<file path="src/rtl/selector_pkg.sv">
// Shared types and constants for the 3x3 board cursor controller.
// Latency: none (declarations only).
// Backpressure: not applicable.
package selector_pkg;

    localparam int N_CASILLAS = 9;

    typedef logic [3:0] casilla_t;

    typedef enum logic {
        SELECCION = 1'b0,
        PENDIENTE = 1'b1
    } estado_t;

endpackage

</file>
<file path="src/rtl/selector_casilla_antirrebote.sv">
// Pushbutton conditioner: 2-flop synchronizer, debounce counter, rising-edge pulse.
// Latency: pulse is high DEBOUNCE_CYCLES+2 cycles after the first stage-1 high sample.
// Backpressure: none; one pulse per accepted press, falling edges are silent.
module antirrebote #(
    parameter int DEBOUNCE_CYCLES = 500000
) (
    input  logic i_clk,
    input  logic i_rst_n,
    input  logic i_boton,
    output logic o_pulso
);

    // Counter only needs to reach DEBOUNCE_CYCLES-1 before it clears.
    localparam int CW = (DEBOUNCE_CYCLES > 1) ? $clog2(DEBOUNCE_CYCLES) : 1;
    localparam logic [CW-1:0] CNT_MAX = CW'(DEBOUNCE_CYCLES - 1);

    logic          r_sinc1;
    logic          r_sinc2;
    logic          r_aceptado;
    logic          r_aceptado_d;
    logic          r_pulso;
    logic [CW-1:0] r_cnt;

    // Synchronize, debounce against the accepted level, and register the rising edge.
    always_ff @(posedge i_clk or negedge i_rst_n) begin
        if (!i_rst_n) begin
            r_sinc1      <= 1'b0;
            r_sinc2      <= 1'b0;
            r_aceptado   <= 1'b0;
            r_aceptado_d <= 1'b0;
            r_pulso      <= 1'b0;
            r_cnt        <= '0;
        end else begin
            r_sinc1 <= i_boton;
            r_sinc2 <= r_sinc1;
            if (r_sinc2 == r_aceptado) begin
                r_cnt <= '0;
            end else if (r_cnt == CNT_MAX) begin
                r_aceptado <= ~r_aceptado;
                r_cnt      <= '0;
            end else begin
                r_cnt <= r_cnt + 1'b1;
            end
            r_aceptado_d <= r_aceptado;
            r_pulso      <= r_aceptado & ~r_aceptado_d;
        end
    end

    assign o_pulso = r_pulso;

endmodule

</file>
<file path="src/rtl/selector_casilla.sv">
// Board cursor: debounced move/select buttons drive a 0-8 cell index skipping taken cells.
// Latency: contador/jugada_valida update DEBOUNCE_CYCLES+3 edges after the stage-1 sample.
// Backpressure: a confirmed move is held until jugada_ack; button pulses are dropped meanwhile.
module selector_casilla
    import selector_pkg::*;
#(
    parameter int DEBOUNCE_CYCLES = 500000
) (
    input  logic       clk,
    input  logic       boton_rst,
    input  logic       boton_mover,
    input  logic       boton_selec,
    input  logic [8:0] ocupadas,
    input  logic       jugada_ack,
    output logic [3:0] contador,
    output logic       jugada_valida,
    output logic [3:0] casilla_jugada
);

    logic     w_p_mover;
    logic     w_p_selec;
    estado_t  r_estado;
    estado_t  w_estado_sig;
    casilla_t r_contador;
    casilla_t w_contador_sig;
    logic     r_valida;
    logic     w_valida_sig;
    casilla_t r_casilla;
    casilla_t w_casilla_sig;

    antirrebote #(.DEBOUNCE_CYCLES(DEBOUNCE_CYCLES)) u_ar_mover (
        .i_clk   (clk),
        .i_rst_n (boton_rst),
        .i_boton (boton_mover),
        .o_pulso (w_p_mover)
    );

    antirrebote #(.DEBOUNCE_CYCLES(DEBOUNCE_CYCLES)) u_ar_selec (
        .i_clk   (clk),
        .i_rst_n (boton_rst),
        .i_boton (boton_selec),
        .o_pulso (w_p_selec)
    );

    // First free cell after cur, wrapping 8->0; cur itself is returned when none is free.
    function automatic casilla_t siguiente_libre(input casilla_t cur, input logic [8:0] occ);
        casilla_t   res;
        logic       hallado;
        logic [4:0] idx;
        res     = cur;
        hallado = 1'b0;
        for (int k = 1; k < N_CASILLAS; k++) begin
            idx = {1'b0, cur} + 5'(k);
            if (idx >= 5'(N_CASILLAS)) begin
                idx = idx - 5'(N_CASILLAS);
            end
            if (!hallado && !occ[idx[3:0]]) begin
                res     = idx[3:0];
                hallado = 1'b1;
            end
        end
        return res;
    endfunction

    // State and output registers.
    always_ff @(posedge clk or negedge boton_rst) begin
        if (!boton_rst) begin
            r_estado   <= SELECCION;
            r_contador <= '0;
            r_valida   <= 1'b0;
            r_casilla  <= '0;
        end else begin
            r_estado   <= w_estado_sig;
            r_contador <= w_contador_sig;
            r_valida   <= w_valida_sig;
            r_casilla  <= w_casilla_sig;
        end
    end

    // Next state: select beats move in the same cycle; pulses are discarded while a move is pending.
    always_comb begin
        w_estado_sig   = r_estado;
        w_contador_sig = r_contador;
        w_valida_sig   = r_valida;
        w_casilla_sig  = r_casilla;
        case (r_estado)
            SELECCION: begin
                if (w_p_selec) begin
                    if (!ocupadas[r_contador]) begin
                        w_casilla_sig = r_contador;
                        w_valida_sig  = 1'b1;
                        w_estado_sig  = PENDIENTE;
                    end
                end else if (w_p_mover) begin
                    w_contador_sig = siguiente_libre(r_contador, ocupadas);
                end
            end
            PENDIENTE: begin
                if (jugada_ack) begin
                    w_valida_sig = 1'b0;
                    w_estado_sig = SELECCION;
                end
            end
            default: begin
                w_estado_sig = SELECCION;
            end
        endcase
    end

    assign contador       = r_contador;
    assign jugada_valida  = r_valida;
    assign casilla_jugada = r_casilla;

endmodule

</file>
<file path="config.mk">
export PLATFORM = sky130hd
export DESIGN_NAME = selector_casilla
export DESIGN_NICKNAME = d
export VERILOG_FILES = /design/src/rtl/selector_pkg.sv /design/src/rtl/selector_casilla_antirrebote.sv /design/src/rtl/selector_casilla.sv
export SDC_FILE = /design/constraint.sdc
export NUM_CORES = 1
export LEC_CHECK = 0
export ABC_CLOCK_PERIOD_IN_PS = 13300
export CORE_MARGIN = 2
export CORE_UTILIZATION = 45
export DETAILED_ROUTE_END_ITERATION = 6
export GPL_TIMING_DRIVEN = 0
export PLACE_DENSITY_LB_ADDON = 0.25
export SYNTH_ARGS = -nofsm -noshare
export SYNTH_HDL_FRONTEND = slang
export SYNTH_HIERARCHICAL = 1
export SYNTH_SLANG_ARGS = --single-unit
</file>
<file path="constraint.sdc">
create_clock -name clk -period 13.3 [get_ports clk]
set_input_delay 1.33 -clock clk [delete_from_list [all_inputs] [get_ports clk]]
set_output_delay 1.33 -clock clk [all_outputs]
set_load 0.005 [all_outputs]
</file>
# After elaboration in Yosys (flattened, before gate mapping)
# Cells that the tools add are included.
# op_classes
eq_ne	8
n_reduce_logical	26
muxes	98
addsub	18
magnitude_cmp	17
bitwise	11
# ops
cell	n
4-bit two-way mux	40
19-bit two-way mux	4
4-bit by 5-bit less-than comparator with 1-bit output, second input constant	9
1-bit two-way mux	43
5-bit by 4-bit >= comparator with 1-bit output, second input constant	8
19-bit by 1-bit adder with 19-bit output, second input constant	2
19-bit == test, second input constant	2
1-bit binary-select mux with 4-bit select	9
4-bit subtractor, second input constant	8
4-bit by 3-bit adder with 5-bit output, second input constant	4
1-bit zero test	14
4-bit by 2-bit adder with 5-bit output, second input constant	2
1-bit NOT	9
8-bit by 1-bit inequality test with 1-bit output, second input constant	1
1-bit logical AND	7
3-bit AND reduction	2
4-bit by 1-bit adder with 5-bit output, second input constant	1
4-bit by 4-bit adder with 5-bit output, second input constant	1
2-bit inequality test, second input constant	2
1-bit one-hot mux with 2 select lines	2
2-bit AND reduction	2
4-bit AND reduction	1
1-bit AND	2
1-bit == test	2
2-bit by 1-bit inequality test with 1-bit output, second input constant	1
# word_totals
word_cells	194
inputBits	14
ff_bits	58
output_inout_bits	9

# Longest topological paths before layout
# depth
word_depth	52
mapped_depth	20
depth_no_buf	14

# Cells and area by module
# Netlist, hierarchy kept.
# by_module_without_submodules
mod	cells_per_inst	seq_area_each_um2	area_each_um2	instances
selector_casilla	516	250.2	3911.3	1
antirrebote	108	600.6	1136.1	2

# Worst setup path after synthesis
# Ideal clock, no wire load.
# synth_timing
kind	reg-to-reg
from	register r_contador[0], in the netlist contador[0]
to	register r_contador[1], in the netlist contador[1]
required_ns	13.196
setup_ns	0.104
path_slack_ns	8.880
n_path_buf	5
stages_incl_launch_ff	18
period_less_slack_ns	4.420
arrival_ns	4.316
path_cell_list	dfrtp_1 buf_6 inv_2 clkbuf_1 buf_2 buf_2 ha_1 buf_2 or3b_1 a2111oi_2 a41oi_1 a221o_1 nand4_4 and4_4 nand2b_1 and4b_1 o31a_1 o41ai_2
# synth_between
elab_chain_cells	52
word_cells_on_any_way	131
cone_classes	16 x add/sub; 8 x order compare; 1 x eq/ne; 84 x mux; 22 x reduce/logical
# synth_lines
item	line	source
from (decl)	selector_casilla.sv:24	casilla_t r_contador;
from (signal assigned)	selector_casilla.sv:74	r_contador <= w_contador_sig;
4-bit by 1-bit adder with 5-bit output	selector_casilla.sv:53	idx = {1'b0, cur} + 5'(k);
4-bit subtractor / 5-bit by 4-bit >= comparator with 1-bit output (equally long branches)	selector_casilla.sv:55, selector_casilla.sv:54	
4-bit two-way mux	selector_casilla.sv:54	if (idx >= 5'(N_CASILLAS)) begin
4-bit two-way mux	selector_casilla.sv:94	end else if (w_p_mover) begin
4-bit two-way mux	selector_casilla.sv:88	if (w_p_selec) begin
4-bit two-way mux	selector_casilla.sv:86	case (r_estado)
1-bit binary-select mux with 4-bit select	selector_casilla.sv:57	if (!hallado && !occ[idx[3:0]]) begin
1-bit two-way mux (implied by the code)	selector_casilla.sv:57	
[... 36 more ...]	--	
1-bit two-way mux	selector_casilla.sv:57	
1-bit two-way mux	selector_casilla.sv:94	
1-bit two-way mux	selector_casilla.sv:88	
1-bit two-way mux	selector_casilla.sv:86	
1-bit zero test	selector_casilla.sv:57	
1-bit logical AND	selector_casilla.sv:57	
8-bit by 1-bit inequality test with 1-bit output (no source line)	--	
4-bit AND reduction (no source line)	--	
# Parallel ways exist; a longest one is shown, timed or not. The select of a mux whose other input is x is not followed.
# A chain may end at the register's enable or synchronous reset.

# Worst setup path after layout
# Same ends and word-level chain as after synthesis.

==> metrics.yaml <==
outcome:
  status: "finished with violations"
  violations: "DRC"
synthesis:
  netlist_top_cells_area: "dfrtp_1 (23%), xnor2_1 (5.5%), ha_1 (4.5%)"
  ys_ff_latch: 58
  ys.warnings.count: 6
  ys_types: 96
  synth_edf_count: 0
  synthArstFlopShare_pct: 100
  synth.net_count: 768
  yosys.area.top_type: "dfrtp_1"
  syn_area_um2: 6180
  synth_top_area_share_pct: 23.5
  syn_area_per_cell_um2: 8.45
  synth-seq-area-share_pct: 23.5
  synth_flop_cell: "dfrtp_1"
  syn_inst: 732
global_route:
  grt_max_degree: 40
  track_usage_pct: 27.0
  grt_pass1_wl_mm: 31.0
  grt_overflow_total: 0
  first_global_vias: 5919
  antenna_found_initial: 0
place:
  portBuffers: 19
  hpwlAfterDp_mm: 14.3
  dp_cells: 928
  post-place-ws_ps: 7950
  place_congestion: 0.972
die:
  die_x_um: 121
  core_um2: 13300
  die-area_um2: 14700
  ioPinCount: 23
  row_count: 42
  start_util_pct: 46.3
  dieHeight_um: 121
drt:
  vias: 6227
  drcViolationCount: 5
  drt_wl_total_mm: 19.3
  final_antenna_net_count: 0
  drtPass1Iterations: 7
  wl_per_cell_um: 20.5
  via_per_inst: 6.60
  drtIter0Drc: 721
clock_tree:
  clk_path_buf_depth: 2
  h-tree-depth: 3
  clk_latency_ps: 330
  cts-root-buf: "clkbuf_16"
  clkSinkCount: 58
  numCtsBuffers: 9
  cts_repair_resize_count: 0
  cts_setup_buffers: 0
  hold_buffers: 0
  clkTransAtPathRegs_ps: 50
  cts_tree: "built"
setup_path:
  path_class: "reg2reg"
  critical_path_arrival_ps: 5750
  r2r-start: "contador[0]"
  worstPathRequired_ps: 13510
  startpoint_type: "register"
  end_kind: "register"
  cp_max_fo: 13
  startpoint: "contador[0]"
  regToRegSetupSlack_ps: 7750
final_layout:
  area.growth.synth_to_final_pct: 11.5
  multiInputGateArea_um2: 4370
  antennaDiodeCount: 0
  nFillCells: 1272
  mostFrequentLayoutCell: "nor2_1"
  most-common-layout-cells: "nor2_1 (68), nand2_1 (59), dfrtp_1 (58), xnor2_1 (39), nand3_1 (37)"
  final_cells: 944
  seqCellArea_um2: 1450
  nets: 799
  layout-drive-gt1-share_pct: 13.0
sta:
  grt_setup_unrepaired: "false"
  finalClockSkew_ps: 3.12
  finalCriticalPeriod_ps: 5550
  layout_setup_ws_ps: 7750
  finalMaxSlewViolations: 0
  hold_viol_final: 0
  slew_headroom_pct: 29.7
  fin_crit_sh_pct: 41.7
  timing.fmax_mhz: 180
  final-setup-viol-count: 0
  fin_tns_setup_ps: 0
  worst_slew_pin_slew_ps: 1050
job:
  cap_violations: 0
pwr:
  power_leakage_nw: 2.79
  power_density_nw_per_um2: 70.4
  vdd.ir_drop.worst_uv: 98.7
min_path:
  hold_class: "reg2reg"
  hp-start: "u_ar_selec/r_sinc1"
==> synthesized netlist by cell type, drive strengths merged, types with 4 or more instances <==
cell / number
xor2: 6
a221oi: 4
nor2: 68
o221ai: 4
buf: 29
and2: 9
o31ai: 5
dfrtp: 58
nand4: 16
or3: 5
o211a: 6
o2111ai: 4
o31a: 4
nand3: 40
nand2b: 11
o21ai: 40
o211ai: 12
nor3: 19
a21oi: 34
a41oi: 6
nor2b: 12
mux2i: 24
a21boi: 7
a21o: 8
clkbuf: 11
and3: 8
ha: 22
o2bb2ai: 4
inv: 33
a211oi: 14
nand2: 59
a22oi: 6
a31oi: 6
xnor2: 42
a311oi: 4
o22ai: 5
mux4: 8
nor4: 15
==> cell type report <==
class | instances | share of cell area (%)
repair buffers | 20 | 2.98
multi-input cells | 601 | 63.4
inverters | 33 | 1.80
well taps | 176 | 3.19
plain buffers | 40 | 3.45
clock inverters | 5 | 0.798
clock buffers | 11 | 3.37
flip-flops and latches | 58 | 21.0
==> critical path, cell delays in order, from the launching register on <==
cell,delay (ps)
dfrtp_1,460
buf_6,200
inv_2,60
clkbuf_1,400
buf_2,420
buf_2,410
ha_1,350
buf_2,220
nor3b_1,490
a2111oi_0,250
a311o_1,350
a41oi_1,200
a211oi_2,200
a221oi_2,350
and2_1,260
nand3_2,150
o31a_1,150
o31a_1,110
o41ai_2,360
==> per-layer routing <==
metal	global-route usage, %	wire [um]	vias to the layer above	share of wire [%]
met2	42.5	8720	355	45
li1	-	-	2828	-
met5	0	0	-	0
met1	34.3	7640	2942	40
met3	4.89	1740	102	9.0
met4	16.6	1240	0	6.4
==> flip-flops by register name, summed over array words and instances, names as in the netlist <==
name and cells:
u_ar_mover/r_aceptado 1, u_ar_selec/o_pulso 1, u_ar_selec/r_aceptado 1, u_ar_mover/r_sinc2 1, u_ar_mover/r_cnt 19, u_ar_selec/r_sinc2 1
jugada_valida 1, contador 4, u_ar_selec/r_aceptado_d 1, u_ar_mover/r_aceptado_d 1, u_ar_mover/o_pulso 1, r_estado 1
u_ar_mover/r_sinc1 1, casilla_jugada 4, u_ar_selec/r_sinc1 1, u_ar_selec/r_cnt 19
==> worst paths after layout <==
| kind | to | cells past startpoint |
|---|---|---|
| worst min register to register | u_ar_selec/r_sinc2 | 0 |
| min in group asynchronous | jugada_valida | 1 |
| worst max-delay path | contador[1] | 18 |
| worst max register to register | contador[1] | 18 |
| max in group asynchronous | u_ar_mover/r_cnt[13] | 2 |
| worst min-delay path | u_ar_selec/r_sinc2 | 0 |
==> metrics by stage <==
stage	power (mW)	cell area, um2	hold slack [ps]	util (%)
after floorplan	0.241	6180	331	-
after global placement	0.264	6590	333	49.4
after detailed placement	0.266	6610	336	49.5
after CTS	0.491	6900	348	51.7
after global routing	0.507	6900	358	51.7
final	0.485	6900	347	51.7
==> where the power goes <==
part | switching, mW | internal, mW | total [mW]
clock network | 0.0753 | 0.144 | 0.219
logic | 0.0519 | 0.0328 | 0.0847
registers | 0.00250 | 0.179 | 0.182
total | 0.130 | 0.356 | 0.485
==> cell families after synthesis <==
kind of cell    synth area share (%)
simple gates                    24.3
flops                           23.5
compound gates                  27.2
xor+xnor                        7.35
mux                             7.35
fa+ha+maj                       4.45
buf+inv                         5.85
(Power assumes the default switching activity.)
